<file path="config.mk">
export PLATFORM = sky130hd
export DESIGN_NAME = wb_stage
export DESIGN_NICKNAME = d
export VERILOG_FILES = /design/src/rtl/wb_stage.sv
export SDC_FILE = /design/constraint.sdc
export NUM_CORES = 1
export LEC_CHECK = 0
export ABC_CLOCK_PERIOD_IN_PS = 5760
export CAP_MARGIN = 15
export CELL_PAD_IN_SITES_DETAIL_PLACEMENT = 0
export CELL_PAD_IN_SITES_GLOBAL_PLACEMENT = 1
export CORE_UTILIZATION = 25
export DETAILED_ROUTE_END_ITERATION = 6
export HOLD_SLACK_MARGIN = 0.12
export PLACE_DENSITY_LB_ADDON = 0.1
export SLEW_MARGIN = 20
export SYNTH_ARGS = -nofsm -noshare
export SYNTH_HDL_FRONTEND = slang
export SYNTH_SLANG_ARGS = --single-unit
</file>
<file path="constraint.sdc">
create_clock -name clk -period 5.76 [get_ports clk]
set_clock_uncertainty 0.1 [all_clocks]
set_input_delay 0.576 -clock clk [delete_from_list [all_inputs] [get_ports clk]]
set_output_delay 0.576 -clock clk [all_outputs]
set_load 0.005 [all_outputs]
</file>
<file path="src/rtl/wb_stage.sv">
// Writeback stage: load extraction, result select, register-file write port,
// cycle/instret counters and a one-deep registered copy of the last commit.
module wb_stage #(
  parameter int unsigned XLEN = 32
) (
  input  logic            clk,
  input  logic            rst,
  input  logic [6:0]      opcode_MEM,
  input  logic [2:0]      funct3_MEM,
  input  logic [4:0]      instrction_in_MEM,
  input  logic [XLEN-1:0] pc_in_MEM,
  input  logic [XLEN-1:0] alu_in_MEM,
  input  logic [XLEN-1:0] immediate_in_MEM,
  input  logic [XLEN-1:0] dm_rdata_i,
  input  logic [1:0]      wb_sel_MEM,
  input  logic [2:0]      wb_sel_csr_MEM,
  input  logic            reg_write_en_MEM,
  input  logic            wb_stall_i,
  output logic            rf_we_o,
  output logic [4:0]      rf_waddr_o,
  output logic [XLEN-1:0] rf_wdata_o,
  output logic            fwd_valid_o,
  output logic [4:0]      fwd_rd_o,
  output logic [XLEN-1:0] fwd_data_o
);

  logic [63:0]     r_cycle;
  logic [63:0]     r_instret;
  logic            r_fwd_valid;
  logic [4:0]      r_fwd_rd;
  logic [XLEN-1:0] r_fwd_data;

  logic [7:0]      w_byte;
  logic [15:0]     w_half;
  logic [XLEN-1:0] w_load;
  logic [XLEN-1:0] w_csr;
  logic [XLEN-1:0] w_wdata;
  logic            w_commit;
  logic            w_retire;

  // Load extraction: pick the addressed byte/halfword and extend it.
  always_comb begin
    w_byte = 8'h00;
    unique case (alu_in_MEM[1:0])
      2'd0: w_byte = dm_rdata_i[7:0];
      2'd1: w_byte = dm_rdata_i[15:8];
      2'd2: w_byte = dm_rdata_i[23:16];
      2'd3: w_byte = dm_rdata_i[31:24];
      default: w_byte = 8'h00;
    endcase
    // Halfword select ignores address bit 0.
    w_half = alu_in_MEM[1] ? dm_rdata_i[31:16] : dm_rdata_i[15:0];
    case (funct3_MEM)
      3'b000:  w_load = {{(XLEN - 8){w_byte[7]}}, w_byte};
      3'b100:  w_load = {{(XLEN - 8){1'b0}}, w_byte};
      3'b001:  w_load = {{(XLEN - 16){w_half[15]}}, w_half};
      3'b101:  w_load = {{(XLEN - 16){1'b0}}, w_half};
      default: w_load = dm_rdata_i;
    endcase
  end

  // Counter read select; values are pre-increment, reserved selects read 0.
  always_comb begin
    w_csr = '0;
    case (wb_sel_csr_MEM)
      3'b001:  w_csr = r_cycle[31:0];
      3'b010:  w_csr = r_cycle[63:32];
      3'b011:  w_csr = r_instret[31:0];
      3'b100:  w_csr = r_instret[63:32];
      default: w_csr = '0;
    endcase
  end

  // Result mux; a counter read overrides the normal writeback select.
  always_comb begin
    w_wdata = alu_in_MEM;
    if (wb_sel_csr_MEM != 3'b000) begin
      w_wdata = w_csr;
    end else begin
      unique case (wb_sel_MEM)
        2'b00: w_wdata = alu_in_MEM;
        2'b01: w_wdata = w_load;
        2'b10: w_wdata = pc_in_MEM + 32'd4;
        2'b11: w_wdata = immediate_in_MEM;
        default: w_wdata = alu_in_MEM;
      endcase
    end
  end

  // Commit writes the regfile; retire counts any non-bubble that leaves WB.
  always_comb begin
    w_retire = ~wb_stall_i & (opcode_MEM != 7'd0);
    w_commit = reg_write_en_MEM & w_retire & (instrction_in_MEM != 5'd0);
  end

  // Counters and forwarding register.
  always_ff @(posedge clk) begin
    if (rst) begin
      r_cycle     <= 64'd0;
      r_instret   <= 64'd0;
      r_fwd_valid <= 1'b0;
      r_fwd_rd    <= 5'd0;
      r_fwd_data  <= '0;
    end else begin
      r_cycle     <= r_cycle + 64'd1;
      if (w_retire) begin
        r_instret <= r_instret + 64'd1;
      end
      r_fwd_valid <= w_commit;
      if (w_commit) begin
        r_fwd_rd   <= instrction_in_MEM;
        r_fwd_data <= w_wdata;
      end
    end
  end

  assign rf_we_o     = w_commit;
  assign rf_waddr_o  = instrction_in_MEM;
  assign rf_wdata_o  = w_wdata;
  assign fwd_valid_o = r_fwd_valid;
  assign fwd_rd_o    = r_fwd_rd;
  assign fwd_data_o  = r_fwd_data;

endmodule

</file>
==> results.yml <==
clocking:
  cts_made_buffers: 17
  clk_pin_slew_ns: 0.07
  htree_levels: 4
  cts-root-buf: "clkbuf_16"
  insertion_delay_ns: 0.45
  cts_sinks: 166
  cts_tree: "built"
  ctsResizeCount: 0
  post_cts_buffers: 0
  cts_hold_buf: 0
  clock_path_buffers: 2
place:
  gp_congestion: 0.933
  io_buffers: 227
  dp_hpwl_um: 38400
  place_ws_ns: 1.33
synthesis:
  synth_fa_ha_area_share_pct: 0.356
  synth-edff-count: 0
  syn_area_per_cell_um2: 7.73
  synth-seq-area-share_pct: 31.6
  yosysWarningCount: 0
  synth.ff_latch_count: 166
  yosys.area_share.xor_xnor_pct: 11.0
  netlist.area_leader.share_pct: 31.6
  syn_area_mm2: 0.0105
  synth_mux_area_share_pct: 5.10
  synth_top_family_by_area: "simple AND/OR/NAND/NOR gates"
  synth-compound-area-share_pct: 16.5
  synth_ff_type: "dfxtp_1"
  synth-simple-area-share_pct: 30.9
  synth_area_leaders: "dfxtp_1 (32%), nor2_1 (7.9%), xor2_1 (5.7%)"
  syn-num-nets: 1518
  synth_cells: 1363
  ys_async_sr_fraction_pct: 0
  synth_cell_types: 71
  yosysTopAreaCell: "dfxtp_1"
worst_setup_path:
  crit_fanout: 17
  end_kind: "output pin"
  path_class: "in2out"
  regToRegSetupSlack_ns: 2.51
  crit_required_ns: 5.08
  startpoint_type: "primary input"
  arrival_ns: 3.81
sta:
  setup_violations: 0
  fmax_ghz: 0.223
  relSlewSlack_pct: 20.6
  tightest_slew_ns: 1.19
  hold_viol: 0
  tns_ns: 0
  min_period_ns: 4.49
  layout_setup_ws_ns: 1.27
  slew_violations: 0
  rsz0062_at_grt: "no"
  period_share_pct: 78.0
global_route:
  grt_pass1_wl_um: 71000
  grt.overflow.total: 0
  grt_usage_pct: 22.5
  grt_antenna_before_repair: 9
  grt_pass1_vias: 10500
  grt_max_degree: 91
floorplanning:
  die_h_um: 207
  ios: 228
  coreArea_mm2: 0.0412
  rows: 74
  dieArea_mm2: 0.0430
  die_w_um: 207
  initial_core_util_pct: 25.6
cells_and_area:
  regArea_mm2: 0.00332
  fin_nets: 1699
  multiInputGateArea_mm2: 0.00674
  syn2layout_area_growth_pct: 32.3
  layout-drive-gt1-share_pct: 7.51
  fillCellCount: 4386
pwr:
  powerDensity_mw_per_mm2: 204
  leakagePower_nw: 4.78
  max-vdd-ir-drop_v: 0.000215
route:
  vias: 11000
  drc: 0
  routed_wl_um: 48800
  routedWlPerCell_um: 23.3
  drt_iter0_drc: 839
  via_per_inst: 5.24
  ant_nets: 0
  drtPass1Iterations: 5
min_path:
  min_path_type: "reg2reg"
job:
  drv_cap: 0
outcome:
  status: "finished clean"
[kinds of logic (layout without fill, tap and decap cells)]
| family | after synthesis | in the layout |
|---|---|---|
| muxes | 48 | 48 |
| adders and majority gates | 3 | 3 |
| other | 0 | 8 |
| AOI/OAI and AO/OA | 250 | 250 |
| xor gates and xnor gates | 132 | 132 |
| buffers and inverters | 118 | 312 |
| and+or+nand+nor | 646 | 646 |
| DFF | 166 | 166 |
[registers in the layout (all words and copies together), names as in the netlist]
register,count
r_cycle,64
r_instret,64
fwd_data_o,32
fwd_rd_o,5
fwd_valid_o,1
[stage by stage]
step | std cells | util, % | hold slack, ns | instance area (µm²) | power, W
after floorplan | 1363 | - | 0.326 | 10500 | 0.00138
after global placement | 2057 | 32.3 | 0.343 | 13300 | 0.00164
after detailed placement | 2057 | 32.3 | 0.349 | 13300 | 0.00164
after CTS | 2089 | 33.7 | 0.359 | 13900 | 0.00289
after global routing | 2096 | 33.8 | 0.373 | 13900 | 0.00296
final | 2097 | 33.8 | 0.354 | 13900 | 0.00285
[cell usage after synthesis (19+ instances only)]
| cell type | instances |
|---|---|
| a21oi_1 | 49 |
| a22oi_1 | 24 |
| and3_1 | 27 |
| and4_1 | 19 |
| clkbuf_1 | 65 |
| dfxtp_1 | 166 |
| inv_1 | 29 |
| mux2_2 | 35 |
| nand2_1 | 115 |
| nand3_1 | 60 |
| nand4_1 | 56 |
| nor2_1 | 223 |
| nor3_1 | 38 |
| nor4_1 | 35 |
| o21ai_0 | 54 |
| xnor2_1 | 63 |
| xor2_1 | 69 |
[path summary, 6_finish.rpt]
kind | from | end | cells past startpoint
min reg2reg | fwd_rd_o[0]$_SDFFE_PP0P_ | fwd_rd_o[0]$_SDFFE_PP0P_ | 2
max | alu_in_MEM[1] | rf_wdata_o[9] | 8
min | fwd_rd_o[0]$_SDFFE_PP0P_ | fwd_rd_o[0]$_SDFFE_PP0P_ | 2
max reg2reg | r_instret[2]$_SDFFE_PP0P_ | r_instret[51]$_SDFFE_PP0P_ | 6
[layer usage]
metal	GRT usage, %	routed length (µm)
met4	8.47	1470
met5	0	0
met2	35.4	22100
met1	30.6	22500
met3	3.90	2630
[worst max-delay path: stages]
cell and delay (ns):
clkdlybuf4s50_1 0.46, buf_4 0.25, mux4_2 0.57, a31oi_1 0.46
a221oi_1 0.22, a221oi_1 0.68, nand2_1 0.11, clkdlybuf4s50_1 0.48
[report_power, final]
part / internal, W / switching (W) / total [W] / leakage [nW]
Combinational: 0.000208 / 0.000227 / 0.000435 / 3.14
Clock: 0.000699 / 0.000531 / 0.00123 / 0.299
Sequential: 0.00117 / 0.0000145 / 0.00118 / 1.34
Total: 0.00207 / 0.000773 / 0.00285 / 4.78
[layout by cell type (no fill, tap or decap), drive strengths merged, types with 11 or more instances in the layout]
cell type,count
and4,20
a22oi,24
clkdlybuf4s50,225
nand4,59
nand2,115
a311oi,17
mux2i,12
clkbuf,18
o22ai,11
nor2b,17
nand3,61
inv,32
or3,12
nor2,223
o21ai,55
nor4,40
a221oi,16
and3,27
mux2,35
xor2,69
a21oi,49
xnor2,63
and2,11
a22o,18
buf,24
dfxtp,166
nor3,39
[layout make-up]
type,instances,share of cell area (%)
Clock inverter,14,1.26
Timing Repair Buffer,249,17.6
Tap cell,532,4.78
Antenna cell,8,0.144
Sequential cell,166,23.9
Clock buffer,18,3.15
Multi-Input combinational cell,1079,48.4
Inverter,31,0.835
No activity file was read; power rests on OpenSTA's default activity.
